## config.mk

```make
export PLATFORM = sky130hd
export DESIGN_NAME = i2s_tx_scheduler_flat
export DESIGN_NICKNAME = d
export VERILOG_FILES = /design/src/rtl/i2s_pkg.sv /design/src/rtl/i2s_tx_scheduler_if.sv /design/src/rtl/i2s_clkgen.sv /design/src/rtl/i2s_tx_scheduler.sv /design/src/flat_wrapper.sv
export SDC_FILE = /design/constraint.sdc
export NUM_CORES = 1
export LEC_CHECK = 0
export ABC_AREA = 1
export BUFFER_PORTS_ARGS = -buffer_cell sky130_fd_sc_hd__buf_2
export CAP_MARGIN = 5
export CORE_UTILIZATION = 36
export CTS_CLUSTER_SIZE = 14
export DETAILED_ROUTE_END_ITERATION = 8
export GPL_TIMING_DRIVEN = 0
export HOLD_SLACK_MARGIN = 0.02
export PLACE_DENSITY = 0.9
export SLEW_MARGIN = 20
export SYNTH_ARGS = -nofsm -noshare
export SYNTH_HDL_FRONTEND = slang
export SYNTH_SLANG_ARGS = --single-unit
```

## constraint.sdc

```tcl
create_clock -name S_AXIS_ACLK -period 1.8 [get_ports S_AXIS_ACLK]
set_input_delay 0.18 -clock S_AXIS_ACLK [delete_from_list [all_inputs] [get_ports S_AXIS_ACLK]]
set_output_delay 0.18 -clock S_AXIS_ACLK [all_outputs]
set_load 0.01 [all_outputs]
```

## src/rtl/i2s_pkg.sv

```systemverilog
// Shared types and constants for the I2S transmit scheduler.
// No logic lives here; FSM encoding, source ids and counter width only.
package i2s_pkg;
   typedef enum logic {
      WAIT_L = 1'b0,
      WAIT_R = 1'b1
   } state_t;

   localparam logic SRC_MAIN       = 1'b0;
   localparam logic SRC_ALT        = 1'b1;
   localparam int   UNDERRUN_CNT_W = 16;
endpackage

```

## src/rtl/i2s_tx_scheduler_if.sv

```systemverilog
// Stream, control and status bundle of the I2S scheduler.
// slave = scheduler view, master = environment (sources, transmitter, control) view.
interface i2s_tx_scheduler_if #(parameter int DATA_WIDTH = 32);
   import i2s_pkg::*;

   logic                      enable;
   logic                      sel;
   logic [DATA_WIDTH-1:0]     S0_AXIS_TDATA;
   logic                      S0_AXIS_TLAST;
   logic                      S0_AXIS_TVALID;
   logic                      S0_AXIS_TREADY;
   logic [DATA_WIDTH-1:0]     S1_AXIS_TDATA;
   logic                      S1_AXIS_TLAST;
   logic                      S1_AXIS_TVALID;
   logic                      S1_AXIS_TREADY;
   logic [DATA_WIDTH-1:0]     M_AXIS_TDATA;
   logic                      M_AXIS_TLAST;
   logic                      M_AXIS_TVALID;
   logic                      M_AXIS_TREADY;
   logic                      sck;
   logic                      ws;
   logic                      cur_sel;
   logic                      proto_err;
   logic [UNDERRUN_CNT_W-1:0] underrun_cnt;

   modport slave (
      input  enable, sel,
      input  S0_AXIS_TDATA, S0_AXIS_TLAST, S0_AXIS_TVALID,
      output S0_AXIS_TREADY,
      input  S1_AXIS_TDATA, S1_AXIS_TLAST, S1_AXIS_TVALID,
      output S1_AXIS_TREADY,
      output M_AXIS_TDATA, M_AXIS_TLAST, M_AXIS_TVALID,
      input  M_AXIS_TREADY,
      output sck, ws, cur_sel, proto_err, underrun_cnt
   );

   modport master (
      output enable, sel,
      output S0_AXIS_TDATA, S0_AXIS_TLAST, S0_AXIS_TVALID,
      input  S0_AXIS_TREADY,
      output S1_AXIS_TDATA, S1_AXIS_TLAST, S1_AXIS_TVALID,
      input  S1_AXIS_TREADY,
      input  M_AXIS_TDATA, M_AXIS_TLAST, M_AXIS_TVALID,
      output M_AXIS_TREADY,
      input  sck, ws, cur_sel, proto_err, underrun_cnt
   );
endinterface

```

## src/rtl/i2s_clkgen.sv

```systemverilog
// I2S sck/ws generator: sck toggles every SCK_DIV clocks, ws toggles with the sck fall ending a channel.
// o_ws_tgl is combinational and marks the cycle whose closing edge flips ws; no backpressure.
module i2s_clkgen #(
   parameter int SCK_DIV          = 4,
   parameter int BITS_PER_CHANNEL = 32
) (
   input  logic i_clk,
   input  logic i_rst,
   input  logic i_enable,
   output logic o_sck,
   output logic o_ws,
   output logic o_ws_tgl
);
   localparam int DW = (SCK_DIV > 1) ? $clog2(SCK_DIV) : 1;
   localparam int BW = (BITS_PER_CHANNEL > 1) ? $clog2(BITS_PER_CHANNEL) : 1;
   localparam logic [DW-1:0] DIV_LAST = DW'(SCK_DIV - 1);
   localparam logic [BW-1:0] BIT_LAST = BW'(BITS_PER_CHANNEL - 1);

   logic [DW-1:0] r_div_cnt;
   logic [BW-1:0] r_bit_cnt;
   logic          r_sck;
   logic          r_ws;
   logic          w_div_wrap;
   logic          w_fall;
   logic          w_bit_wrap;

   assign w_div_wrap = (r_div_cnt == DIV_LAST);
   assign w_fall     = w_div_wrap & r_sck;
   assign w_bit_wrap = (r_bit_cnt == BIT_LAST);
   assign o_ws_tgl   = i_enable & w_fall & w_bit_wrap;

   // Disabling behaves like a local reset so re-enable restarts a clean frame.
   always_ff @(posedge i_clk) begin
      if (i_rst || !i_enable) begin
         r_div_cnt <= '0;
         r_bit_cnt <= '0;
         r_sck     <= 1'b0;
         r_ws      <= 1'b0;
      end else begin
         r_div_cnt <= w_div_wrap ? '0 : r_div_cnt + 1'b1;
         if (w_div_wrap) r_sck <= ~r_sck;
         if (w_fall) begin
            r_bit_cnt <= w_bit_wrap ? '0 : r_bit_cnt + 1'b1;
            if (w_bit_wrap) r_ws <= ~r_ws;
         end
      end
   end

   assign o_sck = r_sck;
   assign o_ws  = r_ws;
endmodule

```

## src/rtl/i2s_tx_scheduler.sv

```systemverilog
// I2S master scheduler: sck/ws generation plus frame-aligned S0/S1 arbitration; optional I2S_SCHED_UNDERRUN_CNT_EN counter.
// Zero-latency combinational data path; granted source sees M_AXIS_TREADY, the other sees 0.
module i2s_tx_scheduler
   import i2s_pkg::*;
#(
   parameter int DATA_WIDTH       = 32,
   parameter int SCK_DIV          = 4,
   parameter int BITS_PER_CHANNEL = 32
) (
   input  logic                S_AXIS_ACLK,
   input  logic                S_AXIS_ARESET,
   i2s_tx_scheduler_if.slave   axis
);
   state_t                r_state;
   logic                  r_cur_sel;
   logic                  r_proto_err;
   logic [DATA_WIDTH-1:0] w_tdata;
   logic                  w_tlast;
   logic                  w_tvalid;
   logic                  w_hs;
   logic                  w_ws_tgl;
   logic                  w_sck;
   logic                  w_ws;

   i2s_clkgen #(
      .SCK_DIV          (SCK_DIV),
      .BITS_PER_CHANNEL (BITS_PER_CHANNEL)
   ) u_clkgen (
      .i_clk    (S_AXIS_ACLK),
      .i_rst    (S_AXIS_ARESET),
      .i_enable (axis.enable),
      .o_sck    (w_sck),
      .o_ws     (w_ws),
      .o_ws_tgl (w_ws_tgl)
   );

   assign w_tdata  = (r_cur_sel == SRC_ALT) ? axis.S1_AXIS_TDATA  : axis.S0_AXIS_TDATA;
   assign w_tlast  = (r_cur_sel == SRC_ALT) ? axis.S1_AXIS_TLAST  : axis.S0_AXIS_TLAST;
   assign w_tvalid = (r_cur_sel == SRC_ALT) ? axis.S1_AXIS_TVALID : axis.S0_AXIS_TVALID;
   assign w_hs     = w_tvalid & axis.M_AXIS_TREADY;

   assign axis.M_AXIS_TDATA   = w_tdata;
   assign axis.M_AXIS_TLAST   = w_tlast;
   assign axis.M_AXIS_TVALID  = w_tvalid;
   assign axis.S0_AXIS_TREADY = (r_cur_sel == SRC_MAIN) & axis.M_AXIS_TREADY;
   assign axis.S1_AXIS_TREADY = (r_cur_sel == SRC_ALT)  & axis.M_AXIS_TREADY;
   assign axis.sck            = w_sck;
   assign axis.ws             = w_ws;
   assign axis.cur_sel        = r_cur_sel;
   assign axis.proto_err      = r_proto_err;

   // Out-of-order beats are still forwarded; only a right beat (or a stray right in WAIT_L) may change source.
   always_ff @(posedge S_AXIS_ACLK) begin
      if (S_AXIS_ARESET) begin
         r_state     <= WAIT_L;
         r_cur_sel   <= SRC_MAIN;
         r_proto_err <= 1'b0;
      end else if (w_hs) begin
         case (r_state)
            WAIT_L: begin
               if (w_tlast) begin
                  r_proto_err <= 1'b1;
                  r_cur_sel   <= axis.sel;
               end else begin
                  r_state <= WAIT_R;
               end
            end
            WAIT_R: begin
               if (w_tlast) begin
                  r_state   <= WAIT_L;
                  r_cur_sel <= axis.sel;
               end else begin
                  r_proto_err <= 1'b1;
               end
            end
         endcase
      end
   end

`ifdef I2S_SCHED_UNDERRUN_CNT_EN
   logic [UNDERRUN_CNT_W-1:0] r_underrun_cnt;

   always_ff @(posedge S_AXIS_ACLK) begin
      if (S_AXIS_ARESET) begin
         r_underrun_cnt <= '0;
      end else if (w_ws_tgl && axis.M_AXIS_TREADY && !w_tvalid && (r_underrun_cnt != '1)) begin
         r_underrun_cnt <= r_underrun_cnt + 1'b1;
      end
   end

   assign axis.underrun_cnt = r_underrun_cnt;
`else
   logic w_unused_ws_tgl;
   assign w_unused_ws_tgl   = w_ws_tgl;
   assign axis.underrun_cnt = '0;
`endif
endmodule

```

## src/flat_wrapper.sv

```systemverilog
// flat-port wrapper written by rule: the top's interface ports become plain ports
module i2s_tx_scheduler_flat import i2s_pkg::*;
#(
   parameter int DATA_WIDTH       = 32,
   parameter int SCK_DIV          = 4,
   parameter int BITS_PER_CHANNEL = 32
)
  (S_AXIS_ACLK, S_AXIS_ARESET, axis_enable, axis_sel, axis_S0_AXIS_TDATA, axis_S0_AXIS_TLAST, axis_S0_AXIS_TVALID, axis_S0_AXIS_TREADY, axis_S1_AXIS_TDATA, axis_S1_AXIS_TLAST, axis_S1_AXIS_TVALID, axis_S1_AXIS_TREADY, axis_M_AXIS_TDATA, axis_M_AXIS_TLAST, axis_M_AXIS_TVALID, axis_M_AXIS_TREADY, axis_sck, axis_ws, axis_cur_sel, axis_proto_err, axis_underrun_cnt);
  i2s_tx_scheduler_if #(.DATA_WIDTH(DATA_WIDTH)) axis_i ();
  input  logic S_AXIS_ACLK;
  input  logic S_AXIS_ARESET;
  input wire logic [$bits(axis_i.enable)-1:0] axis_enable;
  input wire logic [$bits(axis_i.sel)-1:0] axis_sel;
  input wire logic [$bits(axis_i.S0_AXIS_TDATA)-1:0] axis_S0_AXIS_TDATA;
  input wire logic [$bits(axis_i.S0_AXIS_TLAST)-1:0] axis_S0_AXIS_TLAST;
  input wire logic [$bits(axis_i.S0_AXIS_TVALID)-1:0] axis_S0_AXIS_TVALID;
  output wire logic [$bits(axis_i.S0_AXIS_TREADY)-1:0] axis_S0_AXIS_TREADY;
  input wire logic [$bits(axis_i.S1_AXIS_TDATA)-1:0] axis_S1_AXIS_TDATA;
  input wire logic [$bits(axis_i.S1_AXIS_TLAST)-1:0] axis_S1_AXIS_TLAST;
  input wire logic [$bits(axis_i.S1_AXIS_TVALID)-1:0] axis_S1_AXIS_TVALID;
  output wire logic [$bits(axis_i.S1_AXIS_TREADY)-1:0] axis_S1_AXIS_TREADY;
  output wire logic [$bits(axis_i.M_AXIS_TDATA)-1:0] axis_M_AXIS_TDATA;
  output wire logic [$bits(axis_i.M_AXIS_TLAST)-1:0] axis_M_AXIS_TLAST;
  output wire logic [$bits(axis_i.M_AXIS_TVALID)-1:0] axis_M_AXIS_TVALID;
  input wire logic [$bits(axis_i.M_AXIS_TREADY)-1:0] axis_M_AXIS_TREADY;
  output wire logic [$bits(axis_i.sck)-1:0] axis_sck;
  output wire logic [$bits(axis_i.ws)-1:0] axis_ws;
  output wire logic [$bits(axis_i.cur_sel)-1:0] axis_cur_sel;
  output wire logic [$bits(axis_i.proto_err)-1:0] axis_proto_err;
  output wire logic [$bits(axis_i.underrun_cnt)-1:0] axis_underrun_cnt;
  assign axis_i.enable = axis_enable;
  assign axis_i.sel = axis_sel;
  assign axis_i.S0_AXIS_TDATA = axis_S0_AXIS_TDATA;
  assign axis_i.S0_AXIS_TLAST = axis_S0_AXIS_TLAST;
  assign axis_i.S0_AXIS_TVALID = axis_S0_AXIS_TVALID;
  assign axis_S0_AXIS_TREADY = axis_i.S0_AXIS_TREADY;
  assign axis_i.S1_AXIS_TDATA = axis_S1_AXIS_TDATA;
  assign axis_i.S1_AXIS_TLAST = axis_S1_AXIS_TLAST;
  assign axis_i.S1_AXIS_TVALID = axis_S1_AXIS_TVALID;
  assign axis_S1_AXIS_TREADY = axis_i.S1_AXIS_TREADY;
  assign axis_M_AXIS_TDATA = axis_i.M_AXIS_TDATA;
  assign axis_M_AXIS_TLAST = axis_i.M_AXIS_TLAST;
  assign axis_M_AXIS_TVALID = axis_i.M_AXIS_TVALID;
  assign axis_i.M_AXIS_TREADY = axis_M_AXIS_TREADY;
  assign axis_sck = axis_i.sck;
  assign axis_ws = axis_i.ws;
  assign axis_cur_sel = axis_i.cur_sel;
  assign axis_proto_err = axis_i.proto_err;
  assign axis_underrun_cnt = axis_i.underrun_cnt;
  i2s_tx_scheduler #(.DATA_WIDTH(DATA_WIDTH), .SCK_DIV(SCK_DIV), .BITS_PER_CHANNEL(BITS_PER_CHANNEL)) u_core (.S_AXIS_ACLK(S_AXIS_ACLK), .S_AXIS_ARESET(S_AXIS_ARESET), .axis(axis_i));
endmodule
```

# Word-level counts from Yosys, hierarchy flattened
# Index checks and enable logic that the tools add are counted.
[totals]
register_bits = 12
ram_bits = 0
word_cells = 36
mem_count = 0
latchBits = 0
rom_bits = 0
[op_classes]
n_mul = 0
n_reduce_logical = 6
magnitude_cmp = 0
shifts = 0
n_div = 0
add_sub_neg = 2
n_mux = 9
n_bitwise = 8
eq_ne = 4
[op_table]
columns = ["op", "n"]
rows = [
  ["$mux W32", 1],
  ["$mux W1", 6],
  ["$add A5 B1 Y5 const B", 1],
  ["$eq A5 B5 Y1 const B", 1],
  ["$mux W5", 1],
  ["$and A1 B1 Y1", 4],
  ["$ne A2 B2 Y1 const B", 2],
  ["$not A1 Y1", 4],
  ["$reduce_and A2 Y1", 2],
  ["$reduce_and A3 Y1", 1],
  ["$add A2 B1 Y2 const B", 1],
  ["$eq A2 B2 Y1 const B", 1],
  ["$pmux W1 S2", 1],
  ["$reduce_or A2 Y1", 1],
  ["$logic_not A1 Y1", 1],
  ["$logic_or A1 B1 Y1", 1],
]

# Depth between registers and ports, before layout
[logic_depth]
ltp_word = 3
ltp_mapped = 7
mapped_depth_nobuf = 7

# Modules after synthesis
# A second synthesis with hierarchy kept.
[unflattened]
hier_cells = 212
area_unflattened_um2 = 1216.2
[modules_own_cells]
columns = ["module", "instances", "cells_each", "area_per_inst_um2"]
rows = [
  ["i2s_tx_scheduler", 1, 157, 745.7],
  ["i2s_clkgen", 1, 55, 470.5],
]

# Least setup slack after synthesis
# No wires, ideal clock.
[synth_timing]
path_type = "register -> register"
start = "register u_core.u_clkgen.r_bit_cnt[0]"
end = "register u_core.u_clkgen.r_bit_cnt[3]"
arrival_time_ns = 1.085
path_buffers = 0
slack_ns = 0.637
path_stages_with_launch = 8
path_cell_list = "dfxtp_1 > ha_1 > inv_1 > nor2_1 > ha_1 > nand2_2 > nand2_1 > nor3_1"
[synth_via]
elab_chain_len = 2
word_cells_on_any_way = 3
[synth_rtl]
columns = ["item", "line", "text"]
rows = [
  ["start: declaration", "i2s_clkgen.sv:20", "logic [BW-1:0] r_bit_cnt;"],
  ["start signal: assignment", "i2s_clkgen.sv:43", "r_bit_cnt <= w_bit_wrap ? '0 : r_bit_cnt + 1'b1;"],
  ["$add A5 B1 Y5 or $eq A5 B5 Y1 (tied branches)", "i2s_clkgen.sv:43, i2s_clkgen.sv:29", ""],
  ["$mux W5 *", "i2s_clkgen.sv:43", ""],
]
# Every way passes the cells marked *; elsewhere a longest branch is shown, timed or not.
# A chain may end at the register's enable or synchronous reset.

# Worst setup path in the final report
[layout_timing]
start = "register u_core.r_cur_sel, in the netlist u_core.axis.cur_sel"
end = "output axis_M_AXIS_TDATA[16]"
[layout_via]
elab_chain_len = 1
[layout_rtl]
columns = ["item", "line", "text"]
rows = [
  ["start: declaration", "i2s_tx_scheduler.sv:15", "logic r_cur_sel;"],
  ["start signal: assignment", "i2s_tx_scheduler.sv:63", "r_cur_sel <= axis.sel;"],
  ["start signal: assignment", "i2s_tx_scheduler.sv:71", "r_cur_sel <= axis.sel;"],
  ["$mux W32", "i2s_tx_scheduler.sv:37", "assign w_tdata = (r_cur_sel == SRC_ALT) ? axis.S1_AXIS_TDATA : axis.S0_AXIS_TDATA;"],
  ["end: declaration", "flat_wrapper.sv:22", "output wire logic [$bits(axis_i.M_AXIS_TDATA)-1:0] axis_M_AXIS_TDATA;"],
]
# No other way between the ends.

==> impl_summary.txt <==
----------------------------------------------------
[Critical path]
  Worst Setup End Kind ... output port
  Standard cell with the maximum stage delay on the critical path ... dfxtp_1
  Cells traversed along the worst timing path ... inv_2, clkbuf_1, nand2_1, nand2_1, buf_2
  Data required, critical path ... between 1.5 and 2 ns
  WS Path Type ... flip-flop to output port
  Critical Path Fanout Max ... 10
  Arrival @ worst endpoint ... 1.40 ns
  Most common cell on crit path ... nand2_1
  Maximum cell stage delay along the critical path ... roughly 0.35 ns
  Startpoint kind of the worst setup timing path ... flip-flop

[Pwr]
  Sw power ... around 0.28 mW
  Sw Ratio ... 0.351
  Share of total power in combinational logic ... 0.460
  Static leakage ... approximately 1.2 nW
  Portion of total power attributed to sequential cells ... 0.342
  Highest ir drop seen on vdd ... approximately 0.00042 V
  Pwr Density ... between 400 and 500 mW/mm^2
  Internal Dissipation ... approximately 0.53 mW
  Portion of total power attributed to the clock network ... 0.197

[CTS]
  Clock root buffer ... clkbuf_4
  Post-CTS sizing ... 0
  Clock slew at reported path FFs ... roughly 0.07 ns
  Buffer depth of the longest clock path ... 2
  Sinks on Clock Net ... 12
  CTS tree ... done
  Total clock buffers created by CTS ... 3
  Number of H-tree branching levels ... 1
  Insertion delay to the later sink of the worst-skew pair ... around 0.27 ns
  Number of hold-repair buffers added at the cts stage ... 0
  Post-CTS setup repair buffer count ... 0

[Place]
  DP Wirelength ... roughly 3000 um
  Global placement routability congestion ... between 0.7 and 0.8
  Number of port buffers ... between 100 and 150

[Floorplanning]
  Die Span Y ... around 58 um
  Count of pins on the block boundary ... roughly 130
  Initial Util ... 0.393
  Die footprint ... around 0.0033 mm^2
  Chip Width ... approximately 58 um
  Row count ... 19
  Core area ... about 0.0028 mm^2

[Synthesis]
  Ys async rst share ... 0
  Cells after Synth ... 205
  Simple-gate share of the synthesized area ... 0.508
  Largest area contributor in the synthesized netlist ... nand2_1
  Share of the synthesized area in the top cell type ... 0.375
  EDFF count, synth ... 0
  Most used flip-flop cell after synthesis ... dfxtp_1
  Count of distinct cell types in the synthesized netlist ... 22
  Synthesized area ... approximately 0.0011 mm^2
  Dominant combinational cell family by area after synthesis ... simple AND/OR/NAND/NOR gates
  Adder-cell area share of the yosys netlist ... 0.0338
  Top cell types by occurrence after synthesis ... nand2_1, buf_4, nor2_1
  Portion of netlist area occupied by mux cells ... 0
  Biggest area contributors in the synthesized netlist ... nand2_1, dfxtp_1, buf_4
  Number of flip-flops and latches in the synthesized netlist ... 12
  Number of warning messages in the yosys log ... 0
  Mapped Avg Cell Area ... 5.42 um^2
  Area share of xor/xnor cells in the synthesized design ... 0.00788
  Top-count cell post-synth ... nand2_1
  Share of the yosys chip area belonging to registers ... 0.216
  Complex-gate fraction of the synthesized area ... 0.0270

[Global route]
  Initial antenna violation count ... 0
  Total gr overflow ... 0
  Vias in the first global route ... 1259
  Pin count of the biggest net entering global routing ... 11
  GR Util All Layers ... 0.202
  First-pass GRT wire length ... approximately 5300 um

[Timing]
  Ratio of final minimum period to clock period ... 0.878
  Number of setup violations in the final report ... 0
  Final total negative setup slack ... 0 ns
  Final hold slack ... around 0.087 ns
  Final max-slew violation count ... 0
  Final hold violation count ... 0
  Period minus WS final ... 1.58 ns
  Unrepaired setup endpoints after global routing ... no
  Highest clock frequency the design can meet ... between 0.6 and 0.7 GHz
  Largest clock skew in the final design ... between 0.005 and 0.006 ns

[Run status]
  Outcome ... finished with violations
  Violations in the final reports ... design-rule violations

[Detailed routing]
  Post-detailed-route via-to-cell ratio ... roughly 4.2
  Number of nets still failing antenna checks after routing ... 0
  Overall routed net length ... between 3000 and 4000 um
  Initial DRC count ... 92
  DRC violation count after routing ... 10
  Detailed-route wire length per cell ... approximately 9.6 um
  Via count ... between 1500 and 2000
  Met2 routed wirelength ... 1870 um
  Uppermost routed layer ... met4
  Met3 WL ... a little over 300 um
  Pre-Repair DR Iteration Count ... 6
  Wire length on met1 ... 1320 um

[Final layout]
  Share of cells above drive strength 1 ... 0.433
  Area occupied by registers ... approximately 240 um^2
  Area grow syn2layout ... 61.0%
  Area of combinational cells with multiple inputs ... between 700 and 800 um^2
  Filler Cells Inserted ... around 290
  Antenna diode instance count ... 0
  Number of nets in the layout ... around 410

[Min path]
  Path category of the worst min-delay check ... primary input to flip-flop

[Run]
  Maximum Capacitance Violations ... 0

----------------------------------------------------
state kept, by name (all words and copies together) (netlist names):
| name | count |
|---|---|
| u_core.u_clkgen.r_bit_cnt | 5 |
| u_core.axis.cur_sel | 1 |
| u_core.u_clkgen.r_div_cnt | 2 |
| u_core.u_clkgen.o_sck | 1 |
| u_core.u_clkgen.o_ws | 1 |
| u_core.axis.proto_err | 1 |
| u_core.r_state | 1 |
through the flow:
step           cell area, um^2   util  std cells  power [mW]  setup slack (ns)
6_report                  1790  0.632        366       0.811             0.219
2_1_floorplan             1170      -        220       0.487             0.637
4_1_cts                   1790  0.632        366       0.815             0.218
5_1_grt                   1790  0.632        366       0.874            0.0189
3_5_place_dp              1770  0.625        363       0.655             0.502
3_3_place_gp              1770  0.625        363       0.650             0.516
final timing paths:
kind	from	depth (start not counted)	slack [ns]	endpoint
max	u_core.axis.cur_sel$_SDFFE_PP0P_	5	0.22	axis_M_AXIS_TDATA[16]
min	S_AXIS_ARESET	2	0.09	u_core.axis.proto_err$_SDFFE_PP0P_
max reg2reg	u_core.u_clkgen.r_bit_cnt[0]$_SDFFE_PP0P_	7	0.50	u_core.u_clkgen.r_bit_cnt[3]$_SDFFE_PP0P_
min reg2reg	u_core.axis.proto_err$_SDFFE_PP0P_	2	0.44	u_core.axis.proto_err$_SDFFE_PP0P_
worst max-delay path: cells and delay by family, from the launching register on:
family        cells  cell delay, ns
buf+inv           3            0.60
flops             1            0.35
simple gates      2            0.18
logic make-up (layout without fill, tap and decap cells):
kind of cell	after synthesis	in the layout
flip-flops	12	12
adder cells (fa/ha/maj)	3	3
other	1	16
AND/OR/NAND/NOR	141	141
AO/OA/AOI/OAI	6	6
XOR/XNOR	1	1
buffers and inverters	41	156
cell type report:
type / count / share of cell area
plain buffers: 23 / 0.0888
clock buffers: 3 / 0.0126
inverters: 18 / 0.0378
multi-input cells: 167 / 0.392
flip-flops and latches: 12 / 0.134
well taps: 31 / 0.0217
repair buffers: 112 / 0.313
power groups by stage:
stage / sequential, mW / clock, mW / combinational (mW)
after floorplan: 0.285 / 0 / 0.202
after global placement: 0.283 / 0 / 0.367
after detailed placement: 0.284 / 0 / 0.371
after CTS: 0.277 / 0.165 / 0.372
after global routing: 0.279 / 0.181 / 0.414
final: 0.278 / 0.160 / 0.374
layer usage:
layer,track usage,vias up
met5,0,-
met4,0.0523,0
met3,0.0317,4
met2,0.390,57
met1,0.226,636
li1,-,840
layout by cell type, fill, tap and decap left out, drive strengths merged, types with 3 or more instances in the layout:
master,n
clkbuf,5
conb,16
nand3,3
ha,3
dfxtp,12
nor3,4
inv,18
nand2,115
o21ai,4
nor2,16
buf,133
Power figures use the tool's default switching activity.
